--- config.mk ---
export PLATFORM = sky130hd
export DESIGN_NAME = gba_sound_psg_mixer
export DESIGN_NICKNAME = d
export VERILOG_FILES = /design/src/rtl/gba_sound_pkg.sv /design/src/rtl/gba_sound_psg_scale.sv /design/src/rtl/gba_sound_psg_mixer.sv
export SDC_FILE = /design/constraint.sdc
export NUM_CORES = 1
export LEC_CHECK = 0
export ABC_AREA = 1
export CAP_MARGIN = 25
export CORE_MARGIN = 2
export CORE_UTILIZATION = 60
export CTS_BUF_LIST = sky130_fd_sc_hd__clkbuf_8
export DETAILED_ROUTE_END_ITERATION = 6
export HOLD_SLACK_MARGIN = 0.08
export PLACE_DENSITY = 0.94
export SYNTH_ARGS = -nofsm -noshare
export SYNTH_HDL_FRONTEND = slang
export SYNTH_SLANG_ARGS = --single-unit
--- constraint.sdc ---
create_clock -name clk -period 5.92 [get_ports clk]
set_clock_uncertainty 0.1 [all_clocks]
set_input_delay 0.888 -clock clk [delete_from_list [all_inputs] [get_ports clk]]
set_output_delay 0.888 -clock clk [all_outputs]
set_load 0.05 [all_outputs]
--- src/rtl/gba_sound_pkg.sv ---
// Shared types and constants for the GBA PSG mixer path.
package gba_sound_pkg;

  localparam int unsigned PSG_NUM_CH = 4;
  localparam int unsigned PSG_IDX_W  = 2;
  localparam int unsigned PSG_VOL_W  = 3;

  // SOUNDCNT_H PSG volume ratio; the reserved code behaves as full scale.
  typedef enum logic [1:0] {
    RATIO_25   = 2'd0,
    RATIO_50   = 2'd1,
    RATIO_100  = 2'd2,
    RATIO_RSVD = 2'd3
  } psg_ratio_t;

  typedef enum logic [1:0] {
    IDLE  = 2'd0,
    ACC   = 2'd1,
    SCALE = 2'd2,
    OUT   = 2'd3
  } psg_mix_state_t;

  // Register snapshot taken at the sample tick and held for the whole mix.
  typedef struct packed {
    logic [PSG_NUM_CH-1:0] ch_on;
    logic [PSG_NUM_CH-1:0] enable_l;
    logic [PSG_NUM_CH-1:0] enable_r;
    logic [PSG_VOL_W-1:0]  vol_l;
    logic [PSG_VOL_W-1:0]  vol_r;
    psg_ratio_t            ratio;
  } psg_mix_cfg_t;

endpackage

--- src/rtl/gba_sound_psg_scale.sv ---
// Master volume multiply, PSG ratio shift and output width reduction.
// GBA_PSG_MIX_SATURATE_EN: clamp to the OUT_W signed range instead of wrapping.
module gba_sound_psg_scale
  import gba_sound_pkg::*;
#(
  parameter int unsigned IN_W  = 16,
  parameter int unsigned OUT_W = 16
) (
  input  logic signed [IN_W+1:0]    acc,
  input  logic [PSG_VOL_W-1:0]      vol,
  input  psg_ratio_t                ratio,
  output logic signed [OUT_W-1:0]   scaled_c
);

  localparam int unsigned ACC_W  = IN_W + 2;
  localparam int unsigned PROD_W = IN_W + 5;

`ifdef GBA_PSG_MIX_SATURATE_EN
  localparam logic signed [PROD_W-1:0] SAT_MAX = PROD_W'((2 ** (OUT_W - 1)) - 1);
  localparam logic signed [PROD_W-1:0] SAT_MIN = PROD_W'(-(2 ** (OUT_W - 1)));
`endif

  logic signed [PROD_W-1:0] acc_ext;
  logic signed [PROD_W-1:0] gain;
  logic signed [PROD_W-1:0] prod;
  logic signed [PROD_W-1:0] shifted;

  // Scale by (vol+1), apply the ratio as an arithmetic shift, then fit to OUT_W.
  always_comb begin
    acc_ext = {{(PROD_W - ACC_W){acc[ACC_W-1]}}, acc};
    gain    = {{(PROD_W - PSG_VOL_W - 1){1'b0}},
               ({1'b0, vol} + (PSG_VOL_W + 1)'(1))};
    prod    = acc_ext * gain;
    shifted = prod;
    case (ratio)
      RATIO_25: shifted = prod >>> 2;
      RATIO_50: shifted = prod >>> 1;
      default:  shifted = prod;
    endcase
`ifdef GBA_PSG_MIX_SATURATE_EN
    if (shifted > SAT_MAX) begin
      scaled_c = OUT_W'(SAT_MAX);
    end else if (shifted < SAT_MIN) begin
      scaled_c = OUT_W'(SAT_MIN);
    end else begin
      scaled_c = OUT_W'(shifted);
    end
`else
    scaled_c = OUT_W'(shifted);
`endif
  end

endmodule

--- src/rtl/gba_sound_psg_mixer.sv ---
// Stereo mixer for the four legacy PSG channels: gate, sum, volume, ratio.
// GBA_PSG_MIX_SATURATE_EN: saturating output (see gba_sound_psg_scale).
module gba_sound_psg_mixer
  import gba_sound_pkg::*;
#(
  parameter int unsigned IN_W  = 16,
  parameter int unsigned OUT_W = 16
) (
  input  logic                         clk,
  input  logic                         reset,
  input  logic                         gb_on,
  input  logic                         sample_tick,
  input  logic [PSG_NUM_CH*IN_W-1:0]   ch_sample,
  input  logic [PSG_NUM_CH-1:0]        ch_on,
  input  logic [PSG_NUM_CH-1:0]        enable_l,
  input  logic [PSG_NUM_CH-1:0]        enable_r,
  input  logic [PSG_VOL_W-1:0]         vol_l,
  input  logic [PSG_VOL_W-1:0]         vol_r,
  input  logic [1:0]                   psg_ratio,
  output logic signed [OUT_W-1:0]      out_l,
  output logic signed [OUT_W-1:0]      out_r,
  output logic                         out_valid,
  output logic                         busy,
  output logic                         overrun
);

  localparam int unsigned ACC_W = IN_W + 2;

  psg_mix_state_t                     state_q, state_d;
  logic [PSG_IDX_W-1:0]               idx_q, idx_d;
  logic [PSG_NUM_CH-1:0][IN_W-1:0]    samp_q, samp_d;
  psg_mix_cfg_t                       cfg_q, cfg_d;
  logic signed [ACC_W-1:0]            acc_l_q, acc_l_d;
  logic signed [ACC_W-1:0]            acc_r_q, acc_r_d;
  logic signed [OUT_W-1:0]            scl_l_q, scl_l_d;
  logic signed [OUT_W-1:0]            scl_r_q, scl_r_d;
  logic signed [OUT_W-1:0]            out_l_q, out_l_d;
  logic signed [OUT_W-1:0]            out_r_q, out_r_d;
  logic                               out_valid_q, out_valid_d;
  logic                               busy_q, busy_d;
  logic                               overrun_q, overrun_d;

  logic signed [IN_W-1:0]             cur_sample_c;
  logic signed [ACC_W-1:0]            cur_ext_c;
  logic signed [OUT_W-1:0]            scaled_l_c;
  logic signed [OUT_W-1:0]            scaled_r_c;

  gba_sound_psg_scale #(.IN_W(IN_W), .OUT_W(OUT_W)) u_scale_l (
    .acc      (acc_l_q),
    .vol      (cfg_q.vol_l),
    .ratio    (cfg_q.ratio),
    .scaled_c (scaled_l_c)
  );

  gba_sound_psg_scale #(.IN_W(IN_W), .OUT_W(OUT_W)) u_scale_r (
    .acc      (acc_r_q),
    .vol      (cfg_q.vol_r),
    .ratio    (cfg_q.ratio),
    .scaled_c (scaled_r_c)
  );

  // Sign-extended sample of the channel currently being accumulated.
  always_comb begin
    cur_sample_c = samp_q[idx_q];
    cur_ext_c    = {{(ACC_W - IN_W){cur_sample_c[IN_W-1]}}, cur_sample_c};
  end

  // Mix sequencing: snapshot on tick, accumulate per channel, scale, publish.
  always_comb begin
    state_d     = state_q;
    idx_d       = idx_q;
    samp_d      = samp_q;
    cfg_d       = cfg_q;
    acc_l_d     = acc_l_q;
    acc_r_d     = acc_r_q;
    scl_l_d     = scl_l_q;
    scl_r_d     = scl_r_q;
    out_l_d     = out_l_q;
    out_r_d     = out_r_q;
    out_valid_d = 1'b0;
    busy_d      = busy_q;
    overrun_d   = overrun_q;

    case (state_q)
      IDLE: begin
        if (sample_tick) begin
          samp_d         = ch_sample;
          cfg_d.ch_on    = ch_on;
          cfg_d.enable_l = enable_l;
          cfg_d.enable_r = enable_r;
          cfg_d.vol_l    = vol_l;
          cfg_d.vol_r    = vol_r;
          cfg_d.ratio    = psg_ratio_t'(psg_ratio);
          acc_l_d        = '0;
          acc_r_d        = '0;
          idx_d          = '0;
          busy_d         = 1'b1;
          state_d        = ACC;
        end
      end
      ACC: begin
        if (cfg_q.ch_on[idx_q] && cfg_q.enable_l[idx_q]) begin
          acc_l_d = acc_l_q + cur_ext_c;
        end
        if (cfg_q.ch_on[idx_q] && cfg_q.enable_r[idx_q]) begin
          acc_r_d = acc_r_q + cur_ext_c;
        end
        if (idx_q == PSG_IDX_W'(PSG_NUM_CH - 1)) begin
          state_d = SCALE;
        end else begin
          idx_d = idx_q + PSG_IDX_W'(1);
        end
      end
      SCALE: begin
        scl_l_d = scaled_l_c;
        scl_r_d = scaled_r_c;
        state_d = OUT;
      end
      OUT: begin
        out_l_d     = scl_l_q;
        out_r_d     = scl_r_q;
        out_valid_d = 1'b1;
        busy_d      = 1'b0;
        state_d     = IDLE;
      end
      default: state_d = IDLE;
    endcase

    // A tick outside IDLE is dropped and remembered until reset.
    if (sample_tick && (state_q != IDLE)) begin
      overrun_d = 1'b1;
    end
  end

  // State and datapath registers; sound master disable acts as reset.
  always_ff @(posedge clk) begin
    if (reset || !gb_on) begin
      state_q     <= IDLE;
      idx_q       <= '0;
      samp_q      <= '0;
      cfg_q       <= '0;
      acc_l_q     <= '0;
      acc_r_q     <= '0;
      scl_l_q     <= '0;
      scl_r_q     <= '0;
      out_l_q     <= '0;
      out_r_q     <= '0;
      out_valid_q <= 1'b0;
      busy_q      <= 1'b0;
      overrun_q   <= 1'b0;
    end else begin
      state_q     <= state_d;
      idx_q       <= idx_d;
      samp_q      <= samp_d;
      cfg_q       <= cfg_d;
      acc_l_q     <= acc_l_d;
      acc_r_q     <= acc_r_d;
      scl_l_q     <= scl_l_d;
      scl_r_q     <= scl_r_d;
      out_l_q     <= out_l_d;
      out_r_q     <= out_r_d;
      out_valid_q <= out_valid_d;
      busy_q      <= busy_d;
      overrun_q   <= overrun_d;
    end
  end

  assign out_l     = out_l_q;
  assign out_r     = out_r_q;
  assign out_valid = out_valid_q;
  assign busy      = busy_q;
  assign overrun   = overrun_q;

endmodule

Yosys cells after proc, flatten, opt, wreduce, memory -nomap -nowiden
Index checks and enable logic that the tools add are counted.
{"block": "word_totals", "ff_bits": 191, "inputBits": 88, "out_inout_bits": 35, "elab_cells": 79}
{"block": "classes", "addsub": 5, "mul": 2, "order_cmp": 1, "eq_ne": 10, "muxes": 24, "reduce_logical": 16}
{"op": "18-bit one-hot mux with 2 select lines", "count": 2}
{"op": "16-bit one-hot mux with 2 select lines", "count": 2}
{"op": "18-bit 2-to-1 mux", "count": 3}
{"op": "18-bit by 16-bit adder with 18-bit output", "count": 2}
{"op": "18-bit by 5-bit multiplier with 18-bit output", "count": 2}
{"op": "16-bit binary-select mux with 2-bit select", "count": 1}
{"op": "16-bit 2-to-1 mux", "count": 1}
{"op": "2-bit != test (second input constant)", "count": 5}
{"op": "3-bit AND reduction", "count": 3}
{"op": "3-bit by 1-bit adder with 4-bit output (second input constant)", "count": 2}
{"op": "2-bit 2-to-1 mux", "count": 4}
{"op": "2-bit one-hot mux with 4 select lines", "count": 1}
{"op": "1-bit binary-select mux with 2-bit select", "count": 3}
{"op": "2-bit equality test (second input constant)", "count": 3}
{"op": "2-bit AND reduction", "count": 3}
{"op": "2-bit nonzero test", "count": 3}
{"op": "1-bit 2-to-1 mux", "count": 5}
{"op": "2-bit by 1-bit equality test with 1-bit output (second input constant)", "count": 2}
{"op": "2-bit zero test", "count": 2}
{"op": "2-bit one-hot mux with 2 select lines", "count": 1}
{"op": "1-bit logical AND", "count": 3}
{"op": "2-bit by 3-bit < comparator with 1-bit output (second input constant)", "count": 1}
{"op": "2-bit by 1-bit adder with 2-bit output (second input constant)", "count": 1}
{"op": "1-bit one-hot mux with 2 select lines", "count": 1}
{"op": "2 further kinds", "count": 2}

Longest topological paths before layout
Gate-level depths: netlist of the first run.
{"block": "logic_depth", "ltp_word": 5, "ltp_mapped": 23, "mapped_depth_nobuf": 22}

By module
Synthesis of the first run repeated with hierarchy kept, for this count alone.
{"block": "hier_totals", "hier_cells": 2220, "area_unflattened_um2": 14676.6}
{"module": "gba_sound_psg_mixer", "instances": 1, "cells_each": 1322, "area_per_inst_um2": 9261.4, "seq_area_each_um2": 3823.7}
{"module": "gba_sound_psg_scale (u_scale_l)", "instances": 1, "cells_each": 444, "area_per_inst_um2": 2713.9, "seq_area_each_um2": 0.0}
{"module": "gba_sound_psg_scale (u_scale_r)", "instances": 1, "cells_each": 454, "area_per_inst_um2": 2701.3, "seq_area_each_um2": 0.0}

Worst setup path before layout of the first run
OpenSTA, ideal clock, no wires.
{"block": "synth_timing", "kind": "reg2reg", "startpoint": "reg cfg_q[2] (netlist name)", "endpoint": "reg scl_r_q[9]", "setup_ns": 0.117, "arrival_time_ns": 3.728, "t_required_ns": 5.703, "setup_slack_ns": 1.975, "path_stages_with_launch": 21, "n_path_buf": 1, "synth_period_minus_slack_ns": 3.945, "path_cell_list": "dfxtp_1 ha_1 nand2_1 nand2_1 clkbuf_1 nor2_1 ha_1 fa_1 inv_1 fa_1 inv_1 ha_1 nand2_1 inv_1 a21oi_1 nand2_1 or2_2 nand3_1 nand3_1 nor2_1 nor2_1"}
{"block": "synth_via", "elab_chain_cells": 3}
{"element": "start: declaration", "line_no": "gba_sound_psg_mixer.sv:32", "rtl": "psg_mix_cfg_t cfg_q, cfg_d;"}
{"element": "start signal: assignment", "line_no": "gba_sound_psg_mixer.sv:155", "rtl": "cfg_q <= cfg_d;"}
{"element": "3-bit by 1-bit adder with 4-bit output", "line_no": "gba_sound_psg_scale.sv:32", "rtl": "({1'b0, vol} + (PSG_VOL_W + 1)'(1))};"}
{"element": "18-bit by 5-bit multiplier with 18-bit output", "line_no": "gba_sound_psg_scale.sv:33", "rtl": "prod = acc_ext * gain;"}
{"element": "16-bit one-hot mux with 2 select lines", "line_no": "gba_sound_psg_scale.sv:35", "rtl": "case (ratio)"}
{"element": "end signal: assignment", "line_no": "gba_sound_psg_mixer.sv:159", "rtl": "scl_r_q <= scl_r_d;"}
{"element": "end: declaration", "line_no": "gba_sound_psg_mixer.sv:36", "rtl": "logic signed [OUT_W-1:0] scl_r_q, scl_r_d;"}
No other way between the ends.
A chain may end at the register's enable or synchronous reset.

Final worst setup path of the first run
{"block": "layout_timing", "startpoint": "reg cfg_q[5] (netlist name)", "endpoint": "reg scl_l_q[15]"}
{"block": "layout_via", "elab_chain_cells": 3}
{"element": "3-bit by 1-bit adder with 4-bit output", "line_no": "gba_sound_psg_scale.sv:32"}
{"element": "18-bit by 5-bit multiplier with 18-bit output", "line_no": "gba_sound_psg_scale.sv:33"}
{"element": "16-bit one-hot mux with 2 select lines", "line_no": "gba_sound_psg_scale.sv:35"}
{"element": "end signal: assignment", "line_no": "gba_sound_psg_mixer.sv:158", "rtl": "scl_l_q <= scl_l_d;"}
{"element": "end: declaration", "line_no": "gba_sound_psg_mixer.sv:35", "rtl": "logic signed [OUT_W-1:0] scl_l_q, scl_l_d;"}
No other way between the ends.

==> results by group, run 1 <==
Synthesis
  • Sequential share of the synthesized area: 0.267
  • Post-synth EDFFs: 0
  • Most common flop cell mapped by yosys: dfxtp_1
  • Avg Inst Size Synth: 6.64 sq um
  • Netlist Area Pre-Place: 14300 sq um
  • Cells after Synth: 2155
  • Synth warn: 0
  • Synth async-reset ratio: 0
  • Largest area contributor in the netlist: dfxtp_1
  • Post-synthesis register bit count: 191
  • Post-synth top area share: 0.267
  • Top post-synthesis cells by area: dfxtp_1 27%, nand2_1 12%, ha_1 9.4%
  • Synth Net Count: 2409
  • Yosys cell types: 47

Detailed routing
  • First-pass DRT Iterations: 6
  • Drt via density: 5.51
  • Routed wl met2: 18.0 mm
  • Routed vias: 14100
  • WL met1: 15.8 mm
  • Wirelength per Cell: 14.7 um
  • Antenna viol nets, final: 0
  • Iter 0 DRT Violations: 966
  • Total detailed-routing wirelength: 37.6 mm
  • DRC: 0
  • WL met3: 2.10 mm
  • DR top layer: met4

Timing
  • Slew Limit Fails: 0
  • Max_slew headroom: 0.407
  • TNS Setup: 0 ns
  • Hold Violations, Final: 0
  • Fmax: 225 MHz
  • Final Critical Period: 4.45 ns
  • Worst Tran Pin Value: 0.889 ns
  • RSZ-0062 raised after global routing: no
  • Fin crit share: 0.752
  • Final setup viols: 0

Pwr
  • Pleak: 0.00745 uW
  • Peak VDD IR: 0.165 mV
  • Cell Pwr Density: 167 nW/um^2

Worst setup path
  • Worst stage delay on the critical path: 0.53 ns
  • Worst path bufs/invs: 4
  • Critical path data required time: 6.22 ns
  • Worst setup SP type: register
  • Crit Path Class: register to register
  • CP max-delay cell: dfxtp_1
  • Worst r2r path cells: 20
  • Worst R2R Start: cfg_q[5]
  • Worst Path Max Fanout: 15
  • Internal reg-to-reg setup slack: 1.47 ns
  • Critical Path, Cell by Cell: ha_1, xor2_1, inv_1, nor2_1, ha_1, fa_1, inv_1, fa_1, inv_1, ha_1, nand2_1, inv_1, a21oi_1, nand2_1, a21oi_1, nand3_1, nand2_1, nor2_1, nor2_1, nor2_1
  • Delay-heaviest family, CP: adder cells
  • CP arrival: 4.75 ns
  • Crit. End Element: register
  • Worst R2R End: scl_l_q[15]

Clock tree
  • CTS Hold Buffers Added: 0
  • Clk root buf: clkbuf_8
  • Worst skew pair latency: 0.49 ns
  • Post-CTS setup buffer count: 0
  • H-tree Lvls: 4
  • CTS tree: built
  • CTS buffer count: 17
  • Clk sink count: 191
  • Reg clk slew, reported paths: 0.12 ns
  • Post-CTS sizing: 0
  • Clk buf depth: 2

Finish
  • Post-route cell area: 16100 sq um
  • Synthesis-to-finish area growth: 12.2%
  • Filler cells: 2000
  • Layout cells sized above 1: 0.0430
  • Final nets: 2476
  • Antenna fix cells: 0

Floorplanning
  • IO Count: 123
  • Core area: 23500 sq um
  • Die span in y: 158 um
  • Die area: 25100 sq um
  • FP Rows: 56
  • Starting Density: 0.610
  • Chip Width: 158 um

Placed design
  • Placed Instance Area: 15600 sq um
  • Placed wire-length estimate: 28.6 mm
  • Port bufs: 122
  • Placer Congestion: 0.987

Worst hold path
  • Hold Path Origin: scl_r_q[7]
  • Hold Path End: out_r[7]
  • Hold Path Class: register to register
  • Min-Delay Path Depth: 2

Global routing
  • Total gr overflow: 0
  • First-pass GRT wire length: 62.0 mm
  • Largest net degree at the start of global routing: 89
  • Vias in the first global route: 13400
  • Total track usage: 0.308
  • Initial antenna violation count: 0

Run status
  • Status: complete, no violations

Flow run
  • Max-cap check violation count: 0
==> sequential cells by signal (all words and copies together) (netlist names) <==
name	cells
scl_r_q	16
acc_r_q	18
scl_l_q	16
idx_q	2
samp_q	64
overrun	1
state_q	2
out_valid	1
busy	1
out_l	16
cfg_q	20
acc_l_q	18
out_r	16
==> routing by layer <==
layer,vias up,global-route usage
met2,502,0.537
met3,102,0.0313
met4,0,0.156
met5,-,0
li1,7032,-
met1,6426,0.378
==> worst register-to-register path: stages, from the launching register on <==
cell and delay [ns]:
dfxtp_1 0.53, ha_1 0.26, xor2_1 0.23, inv_1 0.28, nor2_1 0.21, ha_1 0.26, fa_1 0.49, inv_1 0.05
fa_1 0.47, inv_1 0.04, ha_1 0.35, nand2_1 0.14, inv_1 0.06, a21oi_1 0.14, nand2_1 0.14, a21oi_1 0.22
nand3_1 0.11, nand2_1 0.06, nor2_1 0.06, nor2_1 0.10, nor2_1 0.05
==> final cells by class <==
cell class              instances  area, sq um  area share
multi-input cells            1596         9050       0.564
flip-flops and latches        191         3820       0.238
repair buffers                132         1300      0.0807
inverters                     284         1070      0.0665
well taps                     319          399      0.0248
clock buffers                  17          234      0.0146
clock inverters                15          188      0.0117
==> through the flow <==
step,hold slack (ns),setup slack [ns],total power [uW],util,instances
finish,0.369,1.47,2690,0.684,2554
global route,0.387,1.12,2790,0.684,2554
CTS,0.368,1.51,2680,0.684,2554
detailed placement,0.352,1.60,1780,0.666,2522
global placement,0.349,1.77,1770,0.666,2522
floorplan,0.333,1.97,1640,-,2155
==> cells in the final DEF (no fill, tap or decap), drive strengths merged, types with 12 or more instances in the layout <==
master and instances:
a21oi 154, a31oi 12, clkbuf 17, clkdlybuf4s50 122
dfxtp 191, fa 58, ha 108, inv 290
nand2 483, nand3 118, nand3b 19, nand4 18
nor2 362, o21ai 183, o22ai 16, xor2 16
==> Yosys cell counts, drive strengths merged (16+ instances only) <==
library cell	number
xor2	16
inv	283
ha	108
o22ai	16
a21oi	154
nor2	362
buf	20
fa	58
clkbuf	64
nand3b	19
o21ai	183
nand4	18
dfxtp	191
nand3	118
nand2	483
==> kinds of logic after synthesis <==
| family | count (synthesis) | synth area share |
|---|---|---|
| xor gates and xnor gates | 18 | 0.0110 |
| AOI/OAI and AO/OA | 390 | 0.149 |
| DFF | 191 | 0.267 |
| adders and majority gates | 166 | 0.175 |
| buffers and inverters | 368 | 0.101 |
| and+or+nand+nor | 1022 | 0.297 |
==> how the worst max path moves through the flow <==
stage,to,slack (ns),depth (start not counted),start
floorplan,scl_r_q[9],1.97,20,cfg_q[2]
global placement,scl_r_q[9],1.77,20,cfg_q[2]
detailed placement,scl_l_q[15],1.60,20,cfg_q[5]
CTS,scl_r_q[10],1.51,21,cfg_q[2]
global route,scl_r_q[10],1.12,21,cfg_q[2]
finish,scl_l_q[15],1.47,20,cfg_q[5]
==> power by group <==
part | switching [uW] | internal [uW]
logic | 267 | 144
registers | 24.0 | 1320
clock network | 600 | 330
No activity file was read; power rests on OpenSTA's default activity.
==> run 2: changes to the inputs <==
- clock period: 5.92 -> 4.46 ns (I/O delays scaled with it)
==> run 2 against run 1 <==
Against the previous run: count of clock-buffer cells in the layout grew 1; critical path depth shrank 1; first-iteration DRC count down 2.5%; utilization is 0.15 points lower; sequential power is 32% higher; cell count barely moved; sequential cell count is the same; global-route usage fell by 0.31 points; setup slack got worse by 1.2 ns; via count is 0.97% higher.
==> results by group, run 2 (same netlist as run 1, synthesis figures left out) <==
Worst hold path
  • Hold Path Class: register to register

Finish
  • Most frequent cells in the layout: 474 x nand2_1, 358 x nor2_1, 275 x inv_1
  • Antenna fix cells: 0 (unchanged)
  • Final nets: 2478 (+0.081%)
  • Post-route cell area: 16000 sq um (-0.23%)
  • Largest reg by FF count: samp_q
  • Filler cells: 1996 (-0.20%)
  • Area of the multi-input gates: 9060 sq um (about the same)
  • Most common cell after layout, fill and taps aside: nand2_1
  • Layout cells sized above 1: 0.0443 (+0.00132)
  • Fin cells: 2555 (+0.039%)
  • FF+latch area: 3820 sq um (about the same)
  • Synthesis-to-finish area growth: 11.9%
  • Biggest regs: samp_q: 64 flops, cfg_q: 20 flops
  • Max reg flops: 64 (unchanged)

Clock tree
  • Clk buf depth: 2 (unchanged)
  • H-tree Lvls: 4 (unchanged)
  • Worst skew pair latency: 0.49 ns (about the same)
  • Clk sink count: 191 (unchanged)
  • Clk root buf: clkbuf_8
  • CTS buffer count: 17 (unchanged)
  • Reg clk slew, reported paths: 0.11 ns (about the same)
  • Post-CTS setup buffer count: 0 (unchanged)
  • CTS tree: built

Worst setup path
  • Worst Path Max Fanout: 15 (unchanged)
  • Crit Path Class: register to register
  • Worst R2R Start: cfg_q[6]
  • Crit. End Element: register
  • Critical Path, Cell by Cell: ha_1, xor2_1, inv_2, nor2_1, ha_1, fa_1, inv_1, fa_1, inv_1, ha_1, nand2_1, nor2_1, nand3_1, nand3_1, nand2_1, nand2_1, nor2_1, nor2_1, nor2_1
  • CP arrival: 4.43 ns (-0.32 ns)
  • CP max-delay cell: fa_1
  • Worst stage delay on the critical path: 0.51 ns (-0.02 ns)
  • Worst r2r path cells: 19 (-5.0%)
  • Worst R2R End: scl_l_q[11]
  • Crit path to: scl_l_q[11]
  • Worst Setup SP: cfg_q[6]
  • Worst setup SP type: register
  • Critical path data required time: 4.74 ns (-1.48 ns)
  • Most used cell, CP: nor2_1
  • Internal reg-to-reg setup slack: 0.31 ns (-1.16 ns)

Detailed routing
  • Antenna viol nets, final: 0 (unchanged)
  • First-pass DRT Iterations: 5 (-1)
  • Drt via density: 5.56 (+0.93%)
  • Wirelength per Cell: 14.7 um (-0.42%)
  • DRC: 0 (unchanged)
  • Iter 0 DRT Violations: 942 (-2.5%)
  • Routed vias: 14200 (+0.97%)
  • Total detailed-routing wirelength: 37.4 mm (-0.38%)

Timing
  • RSZ-0062 raised after global routing: no
  • Fin crit share: 0.931 (+0.179)
  • Hold Violations, Final: 0 (unchanged)
  • Final setup viols: 0 (unchanged)
  • Final Critical Period: 4.15 ns (-0.300 ns)
  • Fmax: 241 MHz (+7.2%)
  • Slew Limit Fails: 0 (unchanged)
  • Final setup margin: 0.308 ns (-1.16 ns)
  • Max_slew headroom: 0.320 (-0.0861)
  • Worst Tran Pin Value: 1.02 ns (+0.130 ns)
  • TNS Setup: 0 ns (unchanged)

Floorplanning
  • Starting Density: 0.610 (unchanged)
  • Chip Width: 158 um (unchanged)
  • IO Count: 123 (unchanged)
  • Die span in y: 158 um (unchanged)
  • Die area: 25100 sq um (unchanged)
  • Core area: 23500 sq um (unchanged)
  • FP Rows: 56 (unchanged)

Pwr
  • Peak VDD IR: 0.190 mV (+15%)
  • Cell Pwr Density: 217 nW/um^2 (+30%)
  • Pwr Total: 3480 uW (+29%)
  • Pleak: 0.00745 uW (about the same)

Placed design
  • Placed wire-length estimate: 28.8 mm (+0.98%)
  • DP Cell Count: 2524 (+0.079%)
  • Placed Instance Area: 15700 sq um (about the same)
  • Worst slack, placed: 0.216 ns (-1.38 ns)
  • Placer Congestion: 0.970 (-1.7%)
  • Port bufs: 122 (unchanged)

Global routing
  • Total track usage: 0.305 (-0.00308)
  • First-pass GRT wire length: 61.5 mm (-0.90%)
  • Total gr overflow: 0 (unchanged)
  • Vias in the first global route: 13400 (+0.21%)
  • Initial antenna violation count: 0 (unchanged)
  • Largest net degree at the start of global routing: 115 (+29%)

Run status
  • Status: complete, no violations

Flow run
  • Max-cap check violation count: 0 (unchanged)
-- run 2: cell types whose count changed in the layout (fill, tap and decap cells not counted), moves of 2 or more --
cell      before  now
clkinv_8       5    0
buf_4         10   12
clkinv_4       2    4
inv_12         2    0
inv_6          2    4
-- run 2: worst min path at each step --
stage	startpoint	end	cells past startpoint
6_report	scl_l_q[14]	out_l[14]	2
5_1_grt	scl_l_q[7]	out_l[7]	2
4_1_cts	scl_l_q[14]	out_l[14]	2
3_5_place_dp	out_l[15]	out_l[15]	2
3_3_place_gp	out_r[9]	out_r[9]	2
2_1_floorplan	scl_r_q[15]	out_r[15]	2
-- run 2: metal layers --
metal	track usage	wire (um)	vias up
met5	0	0	-
met4	0.144	1620	0
met3	0.0365	2300	98
met2	0.546	18100	572
met1	0.364	15400	6506
li1	-	-	7022
-- run 2: power by group --
part | switching (uW) | leakage, uW | internal [uW] | total (uW)
clock | 715 | 0.000194 | 422 | 1140
combinational | 361 | 0.00570 | 193 | 554
sequential | 29.0 | 0.00155 | 1760 | 1780
-- run 2: timing repair --
item	4_1_cts	5_1_grt
endpoints found under the setup margin	0	18
hold buffers	0	0
gates resized for setup	0	3
-- run 2: cell type report --
| class | instances | area share |
|---|---|---|
| clock inverter | 13 | 0.00742 |
| multi-input combinational | 1596 | 0.565 |
| sequential | 191 | 0.239 |
| inverter | 284 | 0.0667 |
| clock buffer | 18 | 0.0155 |
| tap | 319 | 0.0249 |
| timing repair buffer | 134 | 0.0818 |
-- run 2: critical path, delay by kind of cell, from the launching register on --
family / cells / cell delay [ns]
DFF: 1 / 0.41
and+or+nand+nor: 10 / 1.19
buffers and inverters: 3 / 0.27
adders and majority gates: 5 / 1.84
xor gates and xnor gates: 1 / 0.24
-- run 2: through the flow --
stage | hold slack (ns) | util
after CTS | 0.360 | 0.683
after global routing | 0.385 | 0.683
after floorplan | 0.333 | -
final | 0.359 | 0.683
after global placement | 0.347 | 0.667
after detailed placement | 0.353 | 0.667
==> run 3: changes to the inputs <==
- CTS_CLUSTER_DIAMETER: default -> 40
==> results of run 3 <==
No change in the layout: final DEF, timing and power equal those of run 2.
